--- config.mk ---
export PLATFORM = sky130hd
export DESIGN_NAME = sync_seeker_array_flat
export DESIGN_NICKNAME = d
export VERILOG_FILES = /design/src/rtl/sync_seeker_if.sv /design/src/rtl/sync_seeker_array.sv /design/src/flat_wrapper.sv
export SDC_FILE = /design/constraint.sdc
export NUM_CORES = 1
export LEC_CHECK = 0
export CORE_ASPECT_RATIO = 0.9
export CORE_MARGIN = 2
export CORE_UTILIZATION = 46
export CTS_CLUSTER_DIAMETER = 80
export DETAILED_ROUTE_END_ITERATION = 8
export HOLD_SLACK_MARGIN = 0.06
export PLACE_DENSITY = 0.74
export SETUP_SLACK_MARGIN = 0.02
export SYNTH_ARGS = -nofsm -noshare
export SYNTH_HDL_FRONTEND = slang
export SYNTH_SLANG_ARGS = --single-unit
export TNS_END_PERCENT = 5
--- constraint.sdc ---
create_clock -name clk_i -period 4.95 [get_ports clk_i]
set_input_delay 0.99 -clock clk_i [delete_from_list [all_inputs] [get_ports clk_i]]
set_output_delay 0.99 -clock clk_i [all_outputs]
set_load 0.02 [all_outputs]
--- src/rtl/sync_seeker_if.sv ---
// Gearbox-buffer to seeker-array bus: frame window in, lock status and offset out.
interface sync_seeker_if #(
   parameter int NUM_POS     = 66,
   parameter int NUM_SEEKERS = 4,
   parameter int BUF_W       = 194,
   parameter int POS_W       = (NUM_POS > 1) ? $clog2(NUM_POS) : 1,
   parameter int WIN_W       = (NUM_SEEKERS > 1) ? $clog2(NUM_SEEKERS) : 1
);
   logic [BUF_W-1:0]       gbox_buffer;
   logic                   buffer_dv;
   logic                   is_synced;
   logic [POS_W-1:0]       offset_pos;
   logic [WIN_W-1:0]       winner_idx;
   logic [NUM_SEEKERS-1:0] seeker_locked;
   logic                   lock_lost;

   modport master (
      output gbox_buffer, buffer_dv,
      input  is_synced, offset_pos, winner_idx, seeker_locked, lock_lost
   );

   modport slave (
      input  gbox_buffer, buffer_dv,
      output is_synced, offset_pos, winner_idx, seeker_locked, lock_lost
   );
endinterface

--- src/rtl/sync_seeker_array.sv ---
// Parallel 64b/66b sync-header seeker: one hunt/lock FSM per offset slice plus a
// sticky arbiter choosing which slice reports offset and lock status.

module sync_seeker_lane #(
   parameter int BASE       = 0,
   parameter int LEN        = 1,
   parameter int POS_W      = 7,
   parameter int LOCK_CNT   = 32,
   parameter int WIN_LEN    = 64,
   parameter int UNLOCK_BAD = 16
) (
   input  logic             clk_i,
   input  logic             rst_i,
   input  logic [LEN:0]     hdr_bits,
   input  logic             dv,
   output logic             locked,
   output logic             locked_nxt,
   output logic [POS_W-1:0] pos_nxt
);
   localparam int GC_W = $clog2(LOCK_CNT + 1);
   localparam int FC_W = $clog2(WIN_LEN + 1);
   localparam int BC_W = $clog2(UNLOCK_BAD + 1);

   typedef enum logic {SEARCH, LOCKED} state_t;

   state_t           state, state_d;
   logic [POS_W-1:0] pos, pos_adv;
   logic [GC_W-1:0]  good_cnt, good_d, good_inc;
   logic [FC_W-1:0]  frm_cnt, frm_d;
   logic [BC_W-1:0]  bad_cnt, bad_d, bad_inc;
   logic             hdr_ok;

   // hdr_bits is this slice's view, so offset BASE+i lives at bits [i+1:i]
   always_comb begin
      hdr_ok = 1'b0;
      for (int i = 0; i < LEN; i++)
         if (pos == POS_W'(BASE + i)) hdr_ok = hdr_bits[i] ^ hdr_bits[i+1];
   end

   assign pos_adv  = (pos == POS_W'(BASE + LEN - 1)) ? POS_W'(BASE) : pos + POS_W'(1);
   assign good_inc = good_cnt + GC_W'(1);
   assign bad_inc  = bad_cnt + BC_W'(!hdr_ok);

   always_comb begin
      state_d = state;
      pos_nxt = pos;
      good_d  = good_cnt;
      frm_d   = frm_cnt;
      bad_d   = bad_cnt;
      if (dv) begin
         case (state)
            SEARCH: begin
               if (hdr_ok) begin
                  good_d = good_inc;
                  if (good_inc == GC_W'(LOCK_CNT)) begin
                     state_d = LOCKED;
                     frm_d   = '0;
                     bad_d   = '0;
                  end
               end else begin
                  good_d  = '0;
                  pos_nxt = pos_adv;
               end
            end
            LOCKED: begin
               // unlock wins over a window end landing on the same frame
               if (bad_inc == BC_W'(UNLOCK_BAD)) begin
                  state_d = SEARCH;
                  pos_nxt = pos_adv;
                  good_d  = '0;
                  frm_d   = '0;
                  bad_d   = '0;
               end else if (frm_cnt == FC_W'(WIN_LEN - 1)) begin
                  frm_d = '0;
                  bad_d = '0;
               end else begin
                  frm_d = frm_cnt + FC_W'(1);
                  bad_d = bad_inc;
               end
            end
            default: state_d = SEARCH;
         endcase
      end
   end

   always_ff @(posedge clk_i or posedge rst_i) begin
      if (rst_i) begin
         state    <= SEARCH;
         pos      <= POS_W'(BASE);
         good_cnt <= '0;
         frm_cnt  <= '0;
         bad_cnt  <= '0;
      end else begin
         state    <= state_d;
         pos      <= pos_nxt;
         good_cnt <= good_d;
         frm_cnt  <= frm_d;
         bad_cnt  <= bad_d;
      end
   end

   assign locked     = (state == LOCKED);
   assign locked_nxt = (state_d == LOCKED);
endmodule

module sync_seeker_array #(
   parameter int NUM_POS     = 66,
   parameter int NUM_SEEKERS = 4,
   parameter int BUF_W       = 194,
   parameter int LOCK_CNT    = 32,
   parameter int WIN_LEN     = 64,
   parameter int UNLOCK_BAD  = 16,
   parameter int POS_W       = (NUM_POS > 1) ? $clog2(NUM_POS) : 1
) (
   input logic          clk_i,
   input logic          rst_i,
   sync_seeker_if.slave bus
);
   localparam int WIN_W = (NUM_SEEKERS > 1) ? $clog2(NUM_SEEKERS) : 1;
   localparam int SL    = NUM_POS / NUM_SEEKERS;
   localparam int SR    = NUM_POS % NUM_SEEKERS;

   logic [NUM_SEEKERS-1:0]            lock_q, lock_d;
   logic [NUM_SEEKERS-1:0][POS_W-1:0] pos_d;
   logic [WIN_W-1:0]                  winner, win_d;
   logic [POS_W-1:0]                  offset_pos;
   logic                              is_synced, lock_lost;

   for (genvar k = 0; k < NUM_SEEKERS; k++) begin : g_seek
      localparam int LEN  = SL + ((k < SR) ? 1 : 0);
      localparam int BASE = k * SL + ((k < SR) ? k : SR);

      sync_seeker_lane #(
         .BASE(BASE), .LEN(LEN), .POS_W(POS_W),
         .LOCK_CNT(LOCK_CNT), .WIN_LEN(WIN_LEN), .UNLOCK_BAD(UNLOCK_BAD)
      ) u_lane (
         .clk_i      (clk_i),
         .rst_i      (rst_i),
         .hdr_bits   (bus.gbox_buffer[BASE+LEN:BASE]),
         .dv         (bus.buffer_dv),
         .locked     (lock_q[k]),
         .locked_nxt (lock_d[k]),
         .pos_nxt    (pos_d[k])
      );
   end

   if (BUF_W > NUM_POS + 1) begin : g_spare
      logic unused_spare;
      assign unused_spare = ^bus.gbox_buffer[BUF_W-1:NUM_POS+1];
   end

   // Arbitrate on next-state lock flags so the outputs trail the deciding frame by one clk
   always_comb begin
      win_d = winner;
      if (!lock_d[winner])
         for (int k = NUM_SEEKERS - 1; k >= 0; k--)
            if (lock_d[k]) win_d = WIN_W'(k);
   end

   always_ff @(posedge clk_i or posedge rst_i) begin
      if (rst_i) begin
         winner     <= '0;
         is_synced  <= 1'b0;
         offset_pos <= '0;
         lock_lost  <= 1'b0;
      end else begin
         lock_lost <= 1'b0;
         if (bus.buffer_dv) begin
            winner     <= win_d;
            is_synced  <= lock_d[win_d];
            offset_pos <= pos_d[win_d];
            lock_lost  <= is_synced & ~lock_d[win_d];
         end
      end
   end

   assign bus.is_synced     = is_synced;
   assign bus.offset_pos    = offset_pos;
   assign bus.winner_idx    = winner;
   assign bus.seeker_locked = lock_q;
   assign bus.lock_lost     = lock_lost;
endmodule
--- src/flat_wrapper.sv ---
// flat-port wrapper written by rule: the top's interface ports become plain ports
module sync_seeker_array_flat 
#(
   parameter int NUM_POS     = 66,
   parameter int NUM_SEEKERS = 4,
   parameter int BUF_W       = 194,
   parameter int LOCK_CNT    = 32,
   parameter int WIN_LEN     = 64,
   parameter int UNLOCK_BAD  = 16,
   parameter int POS_W       = (NUM_POS > 1) ? $clog2(NUM_POS) : 1
)
  (clk_i, rst_i, bus_gbox_buffer, bus_buffer_dv, bus_is_synced, bus_offset_pos, bus_winner_idx, bus_seeker_locked, bus_lock_lost);
  sync_seeker_if #(.NUM_POS(NUM_POS), .NUM_SEEKERS(NUM_SEEKERS), .BUF_W(BUF_W), .POS_W(POS_W)) bus_i ();
  input logic clk_i;
  input logic rst_i;
  input wire logic [$bits(bus_i.gbox_buffer)-1:0] bus_gbox_buffer;
  input wire logic [$bits(bus_i.buffer_dv)-1:0] bus_buffer_dv;
  output wire logic [$bits(bus_i.is_synced)-1:0] bus_is_synced;
  output wire logic [$bits(bus_i.offset_pos)-1:0] bus_offset_pos;
  output wire logic [$bits(bus_i.winner_idx)-1:0] bus_winner_idx;
  output wire logic [$bits(bus_i.seeker_locked)-1:0] bus_seeker_locked;
  output wire logic [$bits(bus_i.lock_lost)-1:0] bus_lock_lost;
  assign bus_i.gbox_buffer = bus_gbox_buffer;
  assign bus_i.buffer_dv = bus_buffer_dv;
  assign bus_is_synced = bus_i.is_synced;
  assign bus_offset_pos = bus_i.offset_pos;
  assign bus_winner_idx = bus_i.winner_idx;
  assign bus_seeker_locked = bus_i.seeker_locked;
  assign bus_lock_lost = bus_i.lock_lost;
  sync_seeker_array #(.NUM_POS(NUM_POS), .NUM_SEEKERS(NUM_SEEKERS), .BUF_W(BUF_W), .LOCK_CNT(LOCK_CNT), .WIN_LEN(WIN_LEN), .UNLOCK_BAD(UNLOCK_BAD), .POS_W(POS_W)) u_core (.clk_i(clk_i), .rst_i(rst_i), .bus(bus_i));
endmodule
==> run metrics <==
number of instances in the synthesized netlist=between 1,000 and 1,500; relative max-transition margin=between 20% and 30%; initial core utilization=46.92%; CTS Sinks=~120; Max Buffers Root-to-Sink=2; proportion of synthesized area in mux cells=under 10%; Post-Synthesis Mean Instance Area=around 8.5 sq um; data required time of the critical path=around 5.3 ns; CP max stage delay=around 0.47 ns; Worst IR Drop VDD=approximately 0.33 mV; IO Pins=roughly 210; clock tree from TritonCTS=built; maximum number of pins on one net before global-route repair=83; transition time at the pin with the least slew margin=between 1 and 1.5 ns; Post-Synthesis Net Count=1,244; max-capacitance violation count=0; number of antenna violations at the first check in global routing=0; share of the cycle needed by the critical path after routing=between 90% and 100%; XOR/XNOR share of the synthesized area=under 10%; final std cell area, no fill=approximately 0.012 sq mm; library cell occupying the most area in the post-synthesis netlist=dfrtp_1; post-synthesis simple-gate area fraction=between 20% and 30%; fraction of the mapped netlist area in adder cells=slightly above 5%; Critical Path Start Type=input port; main combinational cell family by area after synthesis=compound AO/OA/AOI/OAI gates; leakage power total=4.994 nW; total area of multi-input combinational cells=0.005724 sq mm; overall via count from detail_route=8,344; Synth async-reset ratio=100.0%; placer's final routability congestion estimate=between 0.9 and 1; dpl cell area=around 0.010 sq mm; Post-CTS Hold Fix Bufs=0; number of antenna diodes=0; global-route usage over all layers=between 20 and 25%; leading cell types in the layout, fill and taps excluded=127 x buf_4, 116 x nand2_1, 108 x dfrtp_1; clock insertion delay at the later pin of the skew report=0.42 ns; area fraction of the dominant cell type after synthesis=a little under a third; floorplan core area=between 0.015 and 0.02 sq mm; drt initial violations=633; Setup violations, final=0; grt ovf=0; clock transition at the registers of the reported paths=~0.05 ns; Critical Path Fanout Max=7; total standard cell area after synthesis=roughly 0.0086 sq mm; Die W=between 100 and 150 um; number of fill cells=1,505; dominant cells by area after synthesis=dfrtp_1 31%, o21ai_0 5.7%, nand2_1 5.1%, ha_1 5.1%, xor2_1 3.8%; worst clock skew=0.007972 ns; endpoints failing hold=0; # H-tree levels=4; cell at the root of the clock tree=clkbuf_16; via count of the first global-routing pass=roughly 7,700; Final Net Count=around 1,400; Die Y=about 130 um; WP data arrival=5.19 ns; fraction of power consumed by the clock network=roughly 28%; Site Rows=47; Detailed Route WL=22,860 um; Num CTS Buffers=17; die area=approximately 0.020 sq mm; part of the total power dissipated in sequential elements=between 30% and 40%; internal power consumption=around 2.8 mW; relative area change from synthesis to final layout=34.50%; max-slew violations=0; Synth Register Bits=115; post-synthesis compound-gate area fraction=roughly 24%; time the worst path needs with I/O delays and setup=4.871 ns; EDFF count, synth=0; combinational share of power=roughly two fifths; dpl hpwl=between 15,000 and 20,000 um; via/cell ratio=5.719; critical path capture point type=register; distinct cell type count after synthesis=just over 90; proportion of synthesized chip area in sequential cells=about a third; worst-path cell chain=clkdlybuf4s50_1 > xor2_1 > mux2i_1 > a211oi_1 > a22o_1 > o21bai_1 > and3_4 > ha_4 > and2_4 > o21ai_1 > a31oi_1 > o31ai_2 > and2_4 > a211o_4 > buf_4 > a311oi_4 > buf_4 > buf_12 > o211ai_4 > mux2_4 > o221ai_1; hold crit path type=register to register; FF+latch area=between 0.002 and 0.003 sq mm; Port Buffers=between 80 and 90; Design Power=4.413 mW; fraction of layout instances using a drive strength above 1=22.08%; detailed-route wire length per cell=around 16 um; slowest stage cell, crit path=clkdlybuf4s50_1; switching power as a share of total power=between 30% and 40%; Post-synth top flop=dfrtp_1; Fin Hold WS=between 0.4 and 0.5 ns; Residual DRC=0; global-route wire length before repair=around 37,000 um; iteration count of the initial detailed-routing pass=5; result of the run=completed; Critical Setup Path Class=input port to register; switching power=~1.6 mW; most frequent standard cell in the layout excluding fill and tap cells=buf_4; Yosys warnings=0; setup repair after global routing missed its margin=yes; pwr dens=between 300 and 400 mW/mm^2; post-route ant nets=0; achievable clock frequency=~0.21 GHz
-- through the flow --
step / TNS [ns] / util, % / cells / worst slack (ns)
6_report: 0 / 63.11 / 1459 / 0.07906
5_1_grt: -0.7727 / 63.11 / 1459 / -0.1213
4_1_cts: 0 / 60.51 / 1447 / 0.008560
3_5_place_dp: -5.083 / 56.80 / 1413 / -0.6000
3_3_place_gp: -4.181 / 56.80 / 1413 / -0.5493
2_1_floorplan: -0.02655 / - / 1012 / -0.02655
-- registers in the layout, summed over array words and instances (netlist names) --
name and cells:
u_core.bus.lock_lost 1, u_core.bus.is_synced 1, u_core.g_seek.u_lane.bad_cnt 20, u_core.g_seek.u_lane.pos 28, u_core.g_seek.u_lane.locked 4, u_core.bus.offset_pos 7
u_core.g_seek.u_lane.good_cnt 24, u_core.bus.winner_idx 2, u_core.g_seek.u_lane.frm_cnt 28
-- metal layers --
| layer | up-vias | GRT usage [%] | wire length, um | part of all wire, % |
|---|---|---|---|---|
| met4 | 0 | 6.138 | 391 | 1.7 |
| met2 | 260 | 36.09 | 10800 | 47 |
| met3 | 33 | 5.238 | 1239 | 5.4 |
| met5 | - | 0 | 0 | 0 |
| li1 | 4095 | - | - | - |
| met1 | 3956 | 30.63 | 10440 | 46 |
-- Yosys cell counts, drive strengths merged, types with 12 or more instances --
library cell  count
nor2b            20
inv              47
dfrtp           108
and2             12
o31ai            24
nor2             62
o21ai           104
ha               35
clkbuf           23
a21oi            34
nand3            41
a31oi            16
and3             18
nor3             25
nand2           117
xor2             37
nand2b           24
xnor2            32
buf              20
-- power by group through the flow --
stage	registers (mW)	logic, mW	clock network (mW)
after floorplan	1.27	1.12	0
after detailed placement	1.32	1.67	0
final	1.32	1.84	1.24
after CTS	1.31	1.70	1.26
after global routing	1.35	2.02	1.31
after global placement	1.32	1.64	0
-- critical path: cells and delay by family --
kind	cells	cell delay (ns)
AND/OR/NAND/NOR	3	0.58
multiplexers	2	0.50
buffers and inverters	4	0.92
XOR/XNOR	1	0.20
AO/OA/AOI/OAI	10	1.85
adder cells (fa/ha/maj)	1	0.15
-- cell type report --
type | count | area share (%)
clock buffers | 25 | 4.452
clock inverters | 7 | 0.8212
inverters | 47 | 1.545
multi-input cells | 807 | 49.43
flip-flops and latches | 115 | 24.93
well taps | 245 | 2.647
repair buffers | 213 | 16.18
-- kinds of logic after synthesis --
group                      Yosys count
and+or+nand+nor                    384
DFF                                115
buffers and inverters               90
muxes                               19
adders and majority gates           35
xor gates and xnor gates            69
AOI/OAI and AO/OA                  300
-- worst paths after layout --
path / startpoint / to / slack, ns / depth (start not counted)
min in group asynchronous: rst_i / u_core.g_seek[1].u_lane.frm_cnt[5] / 1.13 / 2
setup reg to reg: u_core.g_seek[3].u_lane.pos[1] / u_core.bus.offset_pos[6] / 0.17 / 22
setup / recovery: bus_gbox_buffer[56] / u_core.bus.offset_pos[6] / 0.08 / 21
hold reg to reg: u_core.g_seek[2].u_lane.frm_cnt[5] / u_core.g_seek[2].u_lane.frm_cnt[5] / 0.48 / 1
hold / removal: u_core.g_seek[2].u_lane.frm_cnt[5] / u_core.g_seek[2].u_lane.frm_cnt[5] / 0.48 / 1
max in group asynchronous: rst_i / u_core.g_seek[2].u_lane.frm_cnt[2] / 3.09 / 3
-- what timing repair did --
action | CTS | global route
resized for setup | 15 | 85
setup endpoints to repair | 9 | 10
cloned | 0 | 0
buffers inserted | 2 | 12
pin swaps | 10 | 39
No activity file was read; power rests on OpenSTA's default activity.
